[config.mk]
export PLATFORM = sky130hd
export DESIGN_NAME = fetch_stage_flat
export DESIGN_NICKNAME = d
export VERILOG_FILES = /design/src/rtl/fetch_stage_if.sv /design/src/rtl/fetch_stage.sv /design/src/flat_wrapper.sv
export SDC_FILE = /design/constraint.sdc
export NUM_CORES = 1
export LEC_CHECK = 0
export CELL_PAD_IN_SITES_DETAIL_PLACEMENT = 0
export CELL_PAD_IN_SITES_GLOBAL_PLACEMENT = 1
export CORE_MARGIN = 3
export CORE_UTILIZATION = 30
export CTS_CLUSTER_DIAMETER = 120
export DETAILED_ROUTE_END_ITERATION = 8
export PLACE_DENSITY = 0.77
export SLEW_MARGIN = 25
export SYNTH_ARGS = -nofsm -noshare
export SYNTH_HDL_FRONTEND = slang
export SYNTH_SLANG_ARGS = --single-unit
[constraint.sdc]
create_clock -name clk -period 2.4 [get_ports clk]
set_clock_uncertainty 0.05 [all_clocks]
set_input_delay 0.24 -clock clk [delete_from_list [all_inputs] [get_ports clk]]
set_output_delay 0.24 -clock clk [all_outputs]
set_load 0.01 [all_outputs]
[src/rtl/fetch_stage_if.sv]
// Instruction-memory request/ready bus between the fetch stage (master) and imem (slave).
interface fetch_stage_if #(
    parameter int unsigned ADDR_W  = 16,
    parameter int unsigned INSTR_W = 16
);
    logic               imem_req;
    logic [ADDR_W-1:0]  imem_addr;
    logic               imem_rdy;
    logic [INSTR_W-1:0] imem_data;

    modport master (output imem_req, output imem_addr, input imem_rdy, input imem_data);
    modport slave  (input imem_req, input imem_addr, output imem_rdy, output imem_data);
endinterface

[src/rtl/fetch_stage.sv]
// IF stage plus IF/ID register: owns the PC, runs the imem req/rdy handshake, halts on HALT_OP.
// Optional FETCH_PERF_CNT_EN adds perf_fetched / perf_bubbles counters.
module fetch_stage #(
    parameter int unsigned       ADDR_W   = 16,
    parameter int unsigned       INSTR_W  = 16,
    parameter logic [ADDR_W-1:0] RESET_PC = '0,
    parameter logic [3:0]        HALT_OP  = 4'hF
) (
    input  logic               clk,
    input  logic               rst_n,
    input  logic               stallF,
    input  logic               stallD,
    input  logic               flushD,
    input  logic [ADDR_W-1:0]  branch_targetD,
    fetch_stage_if.master      imem,
    output logic [INSTR_W-1:0] instrD,
    output logic [ADDR_W-1:0]  pcD,
    output logic [ADDR_W-1:0]  pc_plus2D,
    output logic               validD,
    output logic               haltF
`ifdef FETCH_PERF_CNT_EN
    ,
    output logic [31:0]        perf_fetched,
    output logic [31:0]        perf_bubbles
`endif
);

    typedef enum logic [1:0] {StFetch, StWait, StSquash, StHalt} state_e;

    state_e             state, stateNext;
    logic [ADDR_W-1:0]  pcF, pcFNext;
    logic [ADDR_W-1:0]  reqAddr, reqAddrNext;
    logic               bufValid, bufValidNext;
    logic [INSTR_W-1:0] bufInstr, bufInstrNext;
    logic [ADDR_W-1:0]  bufPc, bufPcNext;
    logic [INSTR_W-1:0] instrDNext;
    logic [ADDR_W-1:0]  pcDNext, pcPlus2DNext;
    logic               validDNext, haltFNext;

    logic               fetchReq, start, complete, isHalt, rdy;
    logic [ADDR_W-1:0]  curAddr;

    always_comb begin
        fetchReq = 1'b0;
        case (state)
            StFetch:          fetchReq = ~stallF & ~bufValid;
            StWait, StSquash: fetchReq = 1'b1;
            default:          fetchReq = 1'b0;
        endcase
    end

    // Request is forced low while reset is asserted so no transaction starts in the reset cycle.
    assign imem.imem_req  = rst_n & fetchReq;
    assign curAddr        = (state == StFetch) ? pcF : reqAddr;
    assign imem.imem_addr = curAddr;
    assign rdy            = imem.imem_rdy;
    assign start          = (state == StFetch) & fetchReq;
    assign complete       = rdy & (start | (state == StWait));
    assign isHalt         = (imem.imem_data[INSTR_W-1 -: 4] == HALT_OP);

    always_comb begin
        stateNext    = state;
        pcFNext      = pcF;
        reqAddrNext  = reqAddr;
        bufValidNext = bufValid;
        bufInstrNext = bufInstr;
        bufPcNext    = bufPc;
        instrDNext   = instrD;
        pcDNext      = pcD;
        pcPlus2DNext = pc_plus2D;
        validDNext   = validD;
        haltFNext    = haltF;

        if (start) begin
            reqAddrNext = pcF;
        end

        if (flushD) begin
            pcFNext      = branch_targetD;
            bufValidNext = 1'b0;
            haltFNext    = 1'b0;
            // An outstanding request cannot be withdrawn; drain it in StSquash.
            if ((start || state == StWait || state == StSquash) && !rdy) begin
                stateNext = StSquash;
            end else begin
                stateNext = StFetch;
            end
        end else begin
            case (state)
                StFetch:  if (start && !rdy) stateNext = StWait;
                StSquash: if (rdy) stateNext = StFetch;
                default:  ;
            endcase
            if (complete) begin
                if (isHalt) begin
                    stateNext = StHalt;
                    haltFNext = 1'b1;
                end else begin
                    pcFNext   = pcF + ADDR_W'(2);
                    stateNext = StFetch;
                end
                if (stallD) begin
                    bufValidNext = 1'b1;
                    bufInstrNext = imem.imem_data;
                    bufPcNext    = curAddr;
                end
            end
        end

        if (flushD) begin
            validDNext = 1'b0;
            instrDNext = '0;
        end else if (stallD) begin
            validDNext = validD;
        end else if (bufValid) begin
            instrDNext   = bufInstr;
            pcDNext      = bufPc;
            pcPlus2DNext = bufPc + ADDR_W'(2);
            validDNext   = 1'b1;
            bufValidNext = 1'b0;
        end else if (complete) begin
            instrDNext   = imem.imem_data;
            pcDNext      = curAddr;
            pcPlus2DNext = curAddr + ADDR_W'(2);
            validDNext   = 1'b1;
        end else begin
            validDNext = 1'b0;
            instrDNext = '0;
        end
    end

    always_ff @(posedge clk) begin
        if (!rst_n) begin
            state     <= StFetch;
            pcF       <= RESET_PC;
            reqAddr   <= RESET_PC;
            bufValid  <= 1'b0;
            bufInstr  <= '0;
            bufPc     <= '0;
            instrD    <= '0;
            pcD       <= '0;
            pc_plus2D <= '0;
            validD    <= 1'b0;
            haltF     <= 1'b0;
        end else begin
            state     <= stateNext;
            pcF       <= pcFNext;
            reqAddr   <= reqAddrNext;
            bufValid  <= bufValidNext;
            bufInstr  <= bufInstrNext;
            bufPc     <= bufPcNext;
            instrD    <= instrDNext;
            pcD       <= pcDNext;
            pc_plus2D <= pcPlus2DNext;
            validD    <= validDNext;
            haltF     <= haltFNext;
        end
    end

`ifdef FETCH_PERF_CNT_EN
    logic loadValid, loadBubble;
    assign loadValid  = ~flushD & ~stallD & (bufValid | complete);
    assign loadBubble = flushD | (~stallD & ~bufValid & ~complete);

    always_ff @(posedge clk) begin
        if (!rst_n) begin
            perf_fetched <= '0;
            perf_bubbles <= '0;
        end else begin
            if (loadValid) perf_fetched <= perf_fetched + 32'd1;
            if (loadBubble) perf_bubbles <= perf_bubbles + 32'd1;
        end
    end
`endif

endmodule

[src/flat_wrapper.sv]
// flat-port wrapper written by rule: the top's interface ports become plain ports
module fetch_stage_flat 
#(
    parameter int unsigned       ADDR_W   = 16,
    parameter int unsigned       INSTR_W  = 16,
    parameter logic [ADDR_W-1:0] RESET_PC = '0,
    parameter logic [3:0]        HALT_OP  = 4'hF
)
  (clk, rst_n, stallF, stallD, flushD, branch_targetD, instrD, pcD, pc_plus2D, validD, haltF, imem_imem_req, imem_imem_addr, imem_imem_rdy, imem_imem_data);
  fetch_stage_if #(.ADDR_W(ADDR_W), .INSTR_W(INSTR_W)) imem_i ();
  input  logic clk;
  input  logic rst_n;
  input  logic stallF;
  input  logic stallD;
  input  logic flushD;
  input  logic [ADDR_W-1:0] branch_targetD;
  output logic [INSTR_W-1:0] instrD;
  output logic [ADDR_W-1:0] pcD;
  output logic [ADDR_W-1:0] pc_plus2D;
  output logic validD;
  output logic haltF;
  output wire logic [$bits(imem_i.imem_req)-1:0] imem_imem_req;
  output wire logic [$bits(imem_i.imem_addr)-1:0] imem_imem_addr;
  input wire logic [$bits(imem_i.imem_rdy)-1:0] imem_imem_rdy;
  input wire logic [$bits(imem_i.imem_data)-1:0] imem_imem_data;
  assign imem_imem_req = imem_i.imem_req;
  assign imem_imem_addr = imem_i.imem_addr;
  assign imem_i.imem_rdy = imem_imem_rdy;
  assign imem_i.imem_data = imem_imem_data;
  fetch_stage #(.ADDR_W(ADDR_W), .INSTR_W(INSTR_W), .RESET_PC(RESET_PC), .HALT_OP(HALT_OP)) u_core (.clk(clk), .rst_n(rst_n), .stallF(stallF), .stallD(stallD), .flushD(flushD), .branch_targetD(branch_targetD), .imem(imem_i), .instrD(instrD), .pcD(pcD), .pc_plus2D(pc_plus2D), .validD(validD), .haltF(haltF));
endmodule
== After elaboration in Yosys (flattened, before gate mapping) ==
Index checks and enable logic that the tools add are counted.

* Register bits after elaboration: 117
* Bits in latches: 0
* RAM bits: 0
* Memory bits (read-only): 0
* Bits of input ports: 38
* Output and inout port bits: 67
* Word-level logic and storage cells: 72
* Memories: 0

* $add $sub $neg: 3
* Multiply operators: 0
* Div/mod/pow operators: 0
* Order comparisons: 0
* Equality and inequality tests: 6
* Shift operators: 0
* Muxes and demuxes: 26
* Bitwise logic cells: 10
* Reduce and logical (&&, ||, !) cells: 16

{| class="wikitable"
|+ Operators with widths
! operator !! count
|-
| 16-bit two-way mux || 10
|-
| 16-bit by 2-bit adder with 16-bit output (second input constant) || 3
|-
| 2-bit two-way mux || 6
|-
| 3-bit AND reduction || 3
|-
| 1-bit two-way mux || 8
|-
| 4-bit by 3-bit != test with 1-bit output (second input constant) || 2
|-
| 1-bit NOT || 5
|-
| 1-bit bitwise AND || 4
|-
| 4-bit equality test (second input constant) || 1
|-
| 2-bit one-hot mux with 2 select lines || 1
|-
| 2-bit AND reduction || 2
|-
| 2-bit nonzero test || 2
|-
| 4-bit nonzero test || 1
|-
| 2-bit OR reduction || 2
|-
| 2-bit by 1-bit equality test with 1-bit output (second input constant) || 1
|-
| 2-bit equality test (second input constant) || 1
|-
| 1-bit logical AND || 2
|-
| 2-bit logical NOT || 1
|-
| 1-bit logical OR || 2
|-
| 2-bit != test (second input constant) || 1
|-
| 1-bit one-hot mux with 2 select lines || 1
|-
| 1-bit logical NOT || 1
|-
| 1-bit bitwise OR || 1
|}

== Logic depth before layout (Yosys ltp) ==
Gate-level depths: netlist of run 1.

* Depth after elaboration: 11
* Depth in mapped cells: 12
* Depth with buffers taken out: 10

== Least setup slack after synthesis of run 1 ==
OpenSTA, ideal clock, no wires.

* Path kind: register -> register
* Start: reg u_core.state[0]
* End: reg u_core.pc_plus2D[15]
* Library setup time: 0.133 ns
* Data arrival time: 2.218 ns
* Data required time: 2.217 ns
* Path slack: -0.001 ns
* Stages on the path, launching flop included: 12
* Path buffers: 1
* Clock period less this slack: 2.401 ns
* Path through: dfxtp_1 > inv_1 > ha_1 > buf_6 > mux2_2 > mux2_2 > ha_1 > o211ai_1 > nor4_1 > nand4_1 > xnor2_1 > a21oi_1

* Elaborated cells between the ends (all ways): 14
* Those cells by class: 1 x add/sub; 2 x eq/ne; 4 x mux; 3 x bitwise; 4 x reduce/logical

{| class="wikitable"
|+ RTL lines
! element !! RTL line !! text
|-
| from (decl) || fetch_stage.sv:30 || <nowiki>state_e state, stateNext;</nowiki>
|-
| from (signal assigned) || fetch_stage.sv:134 || <nowiki>state <= StFetch;</nowiki>
|-
| from (signal assigned) || fetch_stage.sv:146 || <nowiki>state <= stateNext;</nowiki>
|-
| 2-bit logical NOT || fetch_stage.sv:54 || <nowiki>assign curAddr = (state == StFetch) ? pcF : reqAddr;</nowiki>
|-
| 16-bit two-way mux || fetch_stage.sv:54 ||
|-
| via imem_imem_addr[1] || flat_wrapper.sv:23 || <nowiki>output wire logic [$bits(imem_i.imem_addr)-1:0] imem_imem_addr;</nowiki>
|-
| 16-bit by 2-bit adder with 16-bit output || fetch_stage.sv:124 || <nowiki>pcPlus2DNext = curAddr + ADDR_W'(2);</nowiki>
|-
| 16-bit two-way mux || fetch_stage.sv:121 || <nowiki>end else if (complete) begin</nowiki>
|-
| 16-bit two-way mux || fetch_stage.sv:115 || <nowiki>end else if (bufValid) begin</nowiki>
|-
| to (signal assigned) || fetch_stage.sv:154 || <nowiki>pc_plus2D <= pcPlus2DNext;</nowiki>
|-
| to (decl) || fetch_stage.sv:18 || <nowiki>output logic [ADDR_W-1:0] pc_plus2D,</nowiki>
|}

The timed path passes the listed nets, and every way through them passes these cells. The select of a mux whose other input is x is not followed.
A chain may end at the register's enable or synchronous reset.

== Final worst setup path of run 1 ==
* Start: reg u_core.state[0]
* End: reg u_core.pc_plus2D[7]

* Cells in the longest elaborated chain, start to end: 8
* Elaborated cells between the ends (all ways): 14
* Those cells by class: 1 x add/sub; 2 x eq/ne; 4 x mux; 3 x bitwise; 4 x reduce/logical

{| class="wikitable"
|+ RTL lines
! element
|-
| branches (longest 8 deep; another with 16-bit by 2-bit adder with 16-bit output)
|}

Parallel ways; which one is timed is not known. The select of a mux whose other input is x is not followed.

==> metrics.txt, run 1 <==
outcome finished with violations; failing checks setup timing; Leakage 2.75 nW; CP arrival 2680 ps; area of the core around 17000 sq um; Antenna Nets Post-Route 0; R2R depth 10; Die W 138 um; TritonCTS clock tree built; Synth Net Count 668; routed len/inst 15.1 um; drt drc 0; Avg Cell Area, Syn 8.37 sq um; Max Cap Viol 0; Max Freq 416 MHz; Critical Path RT around 2700 ps; final instance area 7470 sq um; yosys warns 0; setup TNS -4.89 ps; Synth Instances roughly 620; Port Buffers 104; hold path depth 3; CTS buffer count 17; hold slack 358 ps; clk_lat worst skew around 400 ps; final hold vios 0; synth unique cells 46; Tcrit/Tclk final 100%; Die Footprint 19000 sq um; vias in the first global route 4753; RSZ-0062 raised after global routing yes; Detailed Route WL 15000 um; gr usage total approximately 16%; initial core utilization between 30% and 40%; First-pass DRT Iterations 4; Crit. End Element register; Die Y between 100 and 150 um; initial antenna violation count 0; Max VDD drop 0.547 mV; register area share after synthesis 44.5%; Placed Instances approximately 960; Clk pin slew, worst setup/hold paths 50 ps; Ports 105; critical path launch point type register; worst-margin pin slew about 900 ps; share of layout cells above drive strength 1 16.7%; Post-DP HPWL 10700 um; post-layout instance count excluding filler cells 991; Synth Register Bits 116; Root Driver clkbuf_16; Slew Limit Fails 0; max_slew headroom 39.3%; first-pass GRT wire length ~24000 um; Power Dens Cells 756 nW/um^2; GRT Residual Overflow 0; routability cong. 0.852; Async S/R FF share, synth 0%; Inserted Diodes 0; critical path class register to register; cell area after synthesis 5210 sq um; FP Rows 47; final worst slack -4.89 ps; dominant synthesized flop cell dfxtp_1; Worst Hold Class input pin to register; TritonCTS Sinks around 120; initial drt markers approximately 290; CP max FO 10; largest net degree at the start of global routing 84; min cycle time layout 2400 ps; Vias a little under 5000; placed cell area 6760 sq um; CTS max path bufs 2; vias per cell 4.85; Final nets 803; synthesis-to-layout area growth 43.3%; Post-synth EDFFs 0; final setup violation count 1; H-tree levels 4
==> final timing paths <==
check / start / to / slack (ps)
max: u_core.state[0]$_SDFFE_PN0P_ / u_core.pc_plus2D[7]$_SDFFE_PN0P_ / -5
max reg2reg: u_core.state[0]$_SDFFE_PN0P_ / u_core.pc_plus2D[7]$_SDFFE_PN0P_ / -5
min reg2reg: u_core.reqAddr[10]$_SDFFE_PN0P_ / u_core.reqAddr[10]$_SDFFE_PN0P_ / 400
min: branch_targetD[1] / u_core.pcF[1]$_SDFFE_PN0P_ / 360
==> worst max-delay path: stages (launching register included) <==
cell	delay [ps]
dfxtp_2	320
inv_2	70
ha_4	180
buf_8	150
buf_4	120
mux2_2	350
o211ai_1	410
nor4_2	120
buf_4	160
xor2_1	170
a211oi_2	210
==> Yosys cell counts, drive strengths merged, types with 7 or more instances <==
library cell,instances,share of area (%)
mux2,19,4.1
or2,10,1.2
a211oi,14,2.0
ha,7,1.7
nand4,8,0.96
a21oi,61,5.9
o21ai,15,1.4
mux2i,14,2.7
xor2,7,1.2
inv,10,0.72
nor2,65,4.7
nor2b,18,2.2
nor3,39,3.8
a221oi,16,2.7
nand2,101,7.3
clkbuf,30,2.2
buf,15,1.9
dfxtp,116,45
xnor2,16,2.7
==> repair_timing <==
| action | CTS | global route |
|---|---|---|
| gates resized for setup | 15 | 16 |
| setup buffers | 0 | 3 |
| hold buffers | 0 | 0 |
| endpoints found under the setup margin | 38 | 17 |
| hold endpoints to repair | 0 | 0 |
| pin swaps | 2 | 6 |
==> per-stage QoR <==
step                      total power, W  worst slack, ps  utilization, %
after floorplan                  0.00261             13.8               -
after global placement           0.00302            -26.6            40.2
after detailed placement         0.00304             -118            40.2
final                            0.00565            -4.89            44.4
after global routing             0.00588            -73.0            44.4
after CTS                        0.00566             6.40            43.9
==> cell type report <==
class	count	area [sq um]
Fill cell	1672	9350
Multi-Input combinational cell	452	2730
Sequential cell	116	2320
Timing Repair Buffer	161	1490
Clock buffer	23	488
Tap cell	220	275
Clock inverter	9	125
Inverter	10	37.5
==> placed cells by master (no fill, tap or decap), types with 3 or more instances in the layout <==
cell	synthesis	layout
a32o_1	3	3
or2_2	3	3
a221oi_1	16	16
a311oi_1	3	3
nor2b_1	18	18
xor2_1	7	6
buf_4	3	53
clkbuf_8	0	4
mux2_4	0	4
clkdlybuf4s50_1	0	95
o21ai_0	15	15
nor3_1	38	38
bufinv_16	0	3
nand2_1	101	101
or3_1	4	3
clkinv_2	0	4
or2_0	7	7
inv_2	0	3
dfxtp_1	116	114
and3_1	5	5
mux2i_1	14	13
nand4_1	8	8
a211oi_1	14	13
inv_1	10	7
ha_1	7	5
mux2_2	19	15
nor2_1	65	64
clkbuf_16	0	17
dlygate4sd2_1	0	9
nor4_2	3	3
a21oi_1	60	60
nand3_1	5	5
xnor2_1	16	16
==> per-layer routing <==
layer	global-route usage (%)	vias up	wire length, um
met4	5.43	0	238
met3	4.67	21	809
met1	20.2	2246	6590
li1	-	2419	-
met2	26.4	118	7320
met5	0	-	0
==> state kept, by name, summed over array words and instances (netlist names) <==
name,count
u_core.pc_plus2D,16
u_core.validD,1
u_core.reqAddr,16
u_core.bufInstr,16
u_core.bufValid,1
u_core.state,2
u_core.pcD,15
u_core.pcF,16
u_core.bufPc,16
u_core.instrD,16
u_core.haltF,1
==> power by group <==
group / switching, W / internal (W)
combinational: 0.000486 / 0.000462
clock: 0.000877 / 0.00173
sequential: 0.0000656 / 0.00202
total: 0.00143 / 0.00422
==> cells by family after synthesis <==
family	Yosys count	synth area share, %
flops	116	44.5
xor+xnor	23	3.86
compound gates	121	14.5
simple gates	268	23.8
fa+ha+maj	7	1.68
mux	33	6.79
buf+inv	55	4.78
Power figures use the tool's default switching activity.
==> run 2, diff against run 1 <==
- CORE_MARGIN: 3 -> 5
- CTS_BUF_LIST: default -> sky130_fd_sc_hd__clkbuf_16
- GPL_ROUTABILITY_DRIVEN: default -> 0
==> run 2 against run 1 <==
Net effect: the flow now finishes without violations; core utilization down 1.2 points; final area down 0.57%; highest routed layer unchanged; largest power group unchanged; sequential share of layout area up 0.18 points; largest cell class unchanged.
==> metrics.txt, run 2 (synthesized netlist as in run 1, its figures left out) <==
Max Cap Viol 0; Antenna Nets Post-Route 0; first-pass GRT wire length approximately 25000 um; TritonCTS clock tree built; RSZ-0062 raised after global routing yes; Tcrit/Tclk final between 90% and 100%; Die W 142 um; TritonCTS Sinks 116; initial drt markers 277; hold path depth 3; Crit. End Element register; R2R depth 12; HP Start branch_targetD[7]; max_slew headroom between 60 and 70%; Critical Path Start u_core.state[0]$_SDFFE_PN0P_; worst-margin pin slew ~540 ps; vias per cell around 4.8; commonest non-fill, non-tap cells in the layout 114 x dfxtp_1, 101 x nand2_1, 90 x clkdlybuf4s50_1; worst r2r src u_core.state[0]$_SDFFE_PN0P_; First-pass DRT Iterations 4; CP arrival ~2600 ps; initial core utilization about 30%; Final Util 43.3%; Detailed Route WL ~16000 um; CP peak stage delay 320 ps; hold buffer count at cts 0; Die Footprint roughly 20000 sq um; share of layout cells above drive strength 1 16.4%; drt drc 0; Max VDD drop 0.540 mV; Vias 4767; Inserted Diodes 0; Final nets 808; Post-DP HPWL about 11000 um; routed len/inst 15.5 um; Power, Total about 0.0053 W; Ports 105; hold endpoint u_core.pcF[7]$_SDFFE_PN0P_; area of the core 17200 sq um; FP Rows 48; Slew Limit Fails 0; critical path launch point type register; Critical Path RT 2640 ps; CTS max path bufs 2; largest net degree at the start of global routing 84; Leakage 2.79 nW; Slowest cell on crit path dfxtp_2; Max Freq 428 MHz; clk_lat worst skew roughly 410 ps; Power Dens Cells 713 nW/um^2; Worst Hold Class input pin to register; commonest non-fill, non-tap cell in the layout dfxtp_1; Die Y 142 um; R2R setup slack between 60 and 70 ps; crit path cell chain inv_2 -> ha_4 -> buf_6 -> mux2_4 -> mux2_4 -> ha_4 -> o211ai_1 -> buf_4 -> nor4_4 -> nand4_1 -> xnor2_1 -> a21oi_1; Worst R2R End u_core.pc_plus2D[15]$_SDFFE_PN0P_; Clk pin slew, worst setup/hold paths around 50 ps; initial antenna violation count 0; synthesis-to-layout area growth 42.5%; final hold vios 0; Port Buffers about 100; CP max FO 5; Root Driver clkbuf_16; outcome finished, final reports clean; CTS buffer count 17; gr usage total about 16%; H-tree levels 4; vias in the first global route 4663; min cycle time layout 2340 ps; final setup violation count 0; critical path class register to register; GRT Residual Overflow 0
[run 2: cell count changes in the layout (fill, tap and decap cells not counted), moves of 2 or more]
cell	change
inv_1	+3
buf_4	+5
bufinv_16	-2
clkbuf_1	-2
clkdlybuf4s50_1	-5
dlygate4sd2_1	+3
clkbuf_8	-4
clkinv_1	+2
dlymetal6s2s_1	+2
[run 2: report_power, final]
part / internal, W / leakage (nW) / switching, W
Sequential: 0.00202 / 0.945 / 0.0000669
Combinational: 0.000464 / 1.58 / 0.000485
Clock: 0.00138 / 0.263 / 0.000873
Total: 0.00387 / 2.79 / 0.00142
[run 2: worst max-delay path by stage]
| stage | to | slack [ps] | depth (start not counted) |
|---|---|---|---|
| 5_1_grt | u_core.pc_plus2D[11]$_SDFFE_PN0P_ | -100 | 11 |
| 3_5_place_dp | u_core.pc_plus2D[7]$_SDFFE_PN0P_ | -50 | 9 |
| 2_1_floorplan | u_core.pc_plus2D[9]$_SDFFE_PN0P_ | 10 | 11 |
| 3_3_place_gp | u_core.pc_plus2D[11]$_SDFFE_PN0P_ | 20 | 10 |
| 4_1_cts | u_core.pc_plus2D[15]$_SDFFE_PN0P_ | 10 | 11 |
| 6_report | u_core.pc_plus2D[15]$_SDFFE_PN0P_ | 60 | 12 |
[run 2: metal layers]
metal | track usage, % | wire [um] | part of all wire [%] | vias to the layer above
met5 | 0 | 0 | 0 | -
met4 | 4.70 | 178 | 1.1 | 0
met3 | 4.65 | 757 | 4.9 | 11
met2 | 25.9 | 7570 | 49 | 92
met1 | 19.5 | 7000 | 45 | 2234
li1 | - | - | - | 2430
[run 2: final cells by class]
type,instances,area [sq um]
inverters,10,37.5
repair buffers,166,1540
clock inverters,14,100
clock buffers,17,425
flip-flops and latches,116,2320
well taps,225,282
fillers,1782,9750
multi-input cells,452,2720
[run 2: metrics by stage]
step | instance area [sq um] | TNS, ps | worst slack (ps) | std cells | hold slack (ps)
floorplan | 5220 | 0 | 13.8 | 623 | 326
global placement | 6770 | 0 | 18.9 | 960 | 391
detailed placement | 6770 | -192 | -52.0 | 960 | 397
CTS | 7310 | 0 | 9.94 | 992 | 340
global route | 7430 | -488 | -98.2 | 1000 | 344
finish | 7430 | 0 | 61.2 | 1000 | 363
[run 2: repair_timing]
action,CTS,global route
pin swaps,4,16
gates cloned,0,0
endpoints found under the setup margin,24,17
gates resized for setup,20,12
setup buffers,1,8
[run 2: critical path, delay by kind of cell (launching register included)]
family / cells / cell delay, ps
fa+ha+maj: 2 / 320
flops: 1 / 320
xor+xnor: 1 / 120
simple gates: 2 / 150
mux: 2 / 600
buf+inv: 3 / 400
compound gates: 2 / 260
==> run 3, diff against run 2 <==
- SKIP_CTS_REPAIR_TIMING: default -> 1
- SLEW_MARGIN: 25 -> 20
==> run 3 against run 2 <==
Net effect: via count grew 0.99%; wire length up 1.5%; critical path depth shrank 4; largest power group unchanged; clock power hardly changed; highest routed layer unchanged; final cell count rose by 0.40%.
==> metrics.txt, run 3 (synthesized netlist as in run 1, its figures left out) <==
Root Driver clkbuf_16; Leakage slightly below 3 nW; routed len/inst 15.7 um; H-tree levels 4; Critical Path RT 2110 ps; final hold vios 0; Final nets 812; vias per cell 4.79; commonest non-fill, non-tap cells in the layout 114 x dfxtp_1, 101 x nand2_1, 91 x clkdlybuf4s50_1; Tcrit/Tclk final 97.6%; CTS max path bufs 2; Post-DP HPWL around 11000 um; worst-margin pin slew about 540 ps; synthesis-to-layout area growth 45.4%; gr usage total 15.5%; outcome finished, final reports clean; drt drc 0; critical path launch point type register; Inserted Diodes 0; TritonCTS Sinks 116; final setup violation count 0; Die Y 142 um; min cycle time layout 2340 ps; Die W 142 um; initial drt markers 250; critical path class register to output port; Worst Hold Class input pin to register; Vias 4814; Ports 105; Max Freq ~430 MHz; commonest non-fill, non-tap cell in the layout dfxtp_1; placed cell area 6770 sq um; Detailed Route WL 15700 um; share of layout cells above drive strength 1 ~18%; DP Worst Slack -52.0 ps; Crit. End Element output port; max_slew headroom a little under two thirds; vias in the first global route 4665; Clk pin slew, worst setup/hold paths roughly 50 ps; Die Footprint 20100 sq um; Slew Limit Fails 0; largest net degree at the start of global routing 84; FP Rows 48; Max Cap Viol 0; fillers 1758; final worst slack 58.5 ps; final instance area 7580 sq um; GRT Residual Overflow 0; Port Buffers 104; Antenna Nets Post-Route 0; CP arrival 2050 ps; area of the core 17200 sq um; Power Dens Cells 707 nW/um^2; clk_lat worst skew 430 ps; TritonCTS clock tree built; initial antenna violation count 0; Max VDD drop 0.559 mV; First-pass DRT Iterations 4; CP max FO 8; CTS buffer count 17; first-pass GRT wire length 24500 um; RSZ-0062 raised after global routing yes; initial core utilization 30.4%
-- run 3: changes by cell type in the layout (fill, tap and decap cells not counted), moves of 3 or more --
cell	change
mux2i_2	+3
dlymetal6s2s_1	+11
mux2i_1	-4
dlygate4sd2_1	-12
-- run 3: final cells by class --
class / count / area, sq um / share of cell area [%]
Clock buffer: 17 / 425 / 5.61
Inverter: 10 / 37.5 / 0.495
Clock inverter: 14 / 100 / 1.32
Sequential cell: 116 / 2320 / 30.7
Timing Repair Buffer: 170 / 1630 / 21.6
Tap cell: 225 / 282 / 3.71
Multi-Input combinational cell: 452 / 2780 / 36.6
-- run 3: metal layers --
| layer | global-route usage (%) | vias to the layer above | part of all wire, % |
|---|---|---|---|
| met5 | 0 | - | 0 |
| met4 | 4.70 | 0 | 1.0 |
| li1 | - | 2435 | - |
| met2 | 25.6 | 89 | 49 |
| met3 | 4.65 | 10 | 4.5 |
| met1 | 19.4 | 2280 | 45 |
-- run 3: worst max-delay path: stages, from the launching register on --
cell and delay [ps]:
dfxtp_2 320, inv_2 80, ha_4 190, buf_6 110
buf_8 120, buf_4 140, mux2_2 340, buf_4 150
dlymetal6s2s_1 160
-- run 3: path summary, 6_finish.rpt --
path / slack (ps) / cells past startpoint / startpoint / to
worst max-delay path: 60 / 8 / u_core.state[1]$_SDFFE_PN0P_ / imem_imem_addr[13]
worst min-delay path: 350 / 3 / branch_targetD[2] / u_core.pcF[2]$_SDFFE_PN0P_
worst max register to register: 70 / 12 / u_core.state[1]$_SDFFE_PN0P_ / u_core.pc_plus2D[14]$_SDFFE_PN0P_
worst min register to register: 400 / 2 / u_core.bufInstr[10]$_SDFFE_PN0P_ / u_core.bufInstr[10]$_SDFFE_PN0P_
-- run 3: power breakdown --
group | internal (W) | switching [W] | total, W | leakage, nW
Combinational | 0.000494 | 0.000497 | 0.000992 | 1.76
Sequential | 0.00202 | 0.0000691 | 0.00209 | 0.945
Clock | 0.00138 | 0.000889 | 0.00227 | 0.263
Total | 0.00390 | 0.00146 | 0.00536 | 2.97
-- run 3: per-stage QoR --
| step | TNS, ps | utilization [%] | power (W) | std cells | hold slack, ps |
|---|---|---|---|---|---|
| floorplan | 0 | - | 0.00261 | 623 | 326 |
| global placement | 0 | 39.4 | 0.00304 | 960 | 391 |
| detailed placement | -192 | 39.4 | 0.00304 | 960 | 397 |
| CTS | -3420 | 42.5 | 0.00532 | 991 | 340 |
| global route | -52.9 | 44.1 | 0.00558 | 1004 | 344 |
| finish | 0 | 44.1 | 0.00536 | 1004 | 347 |
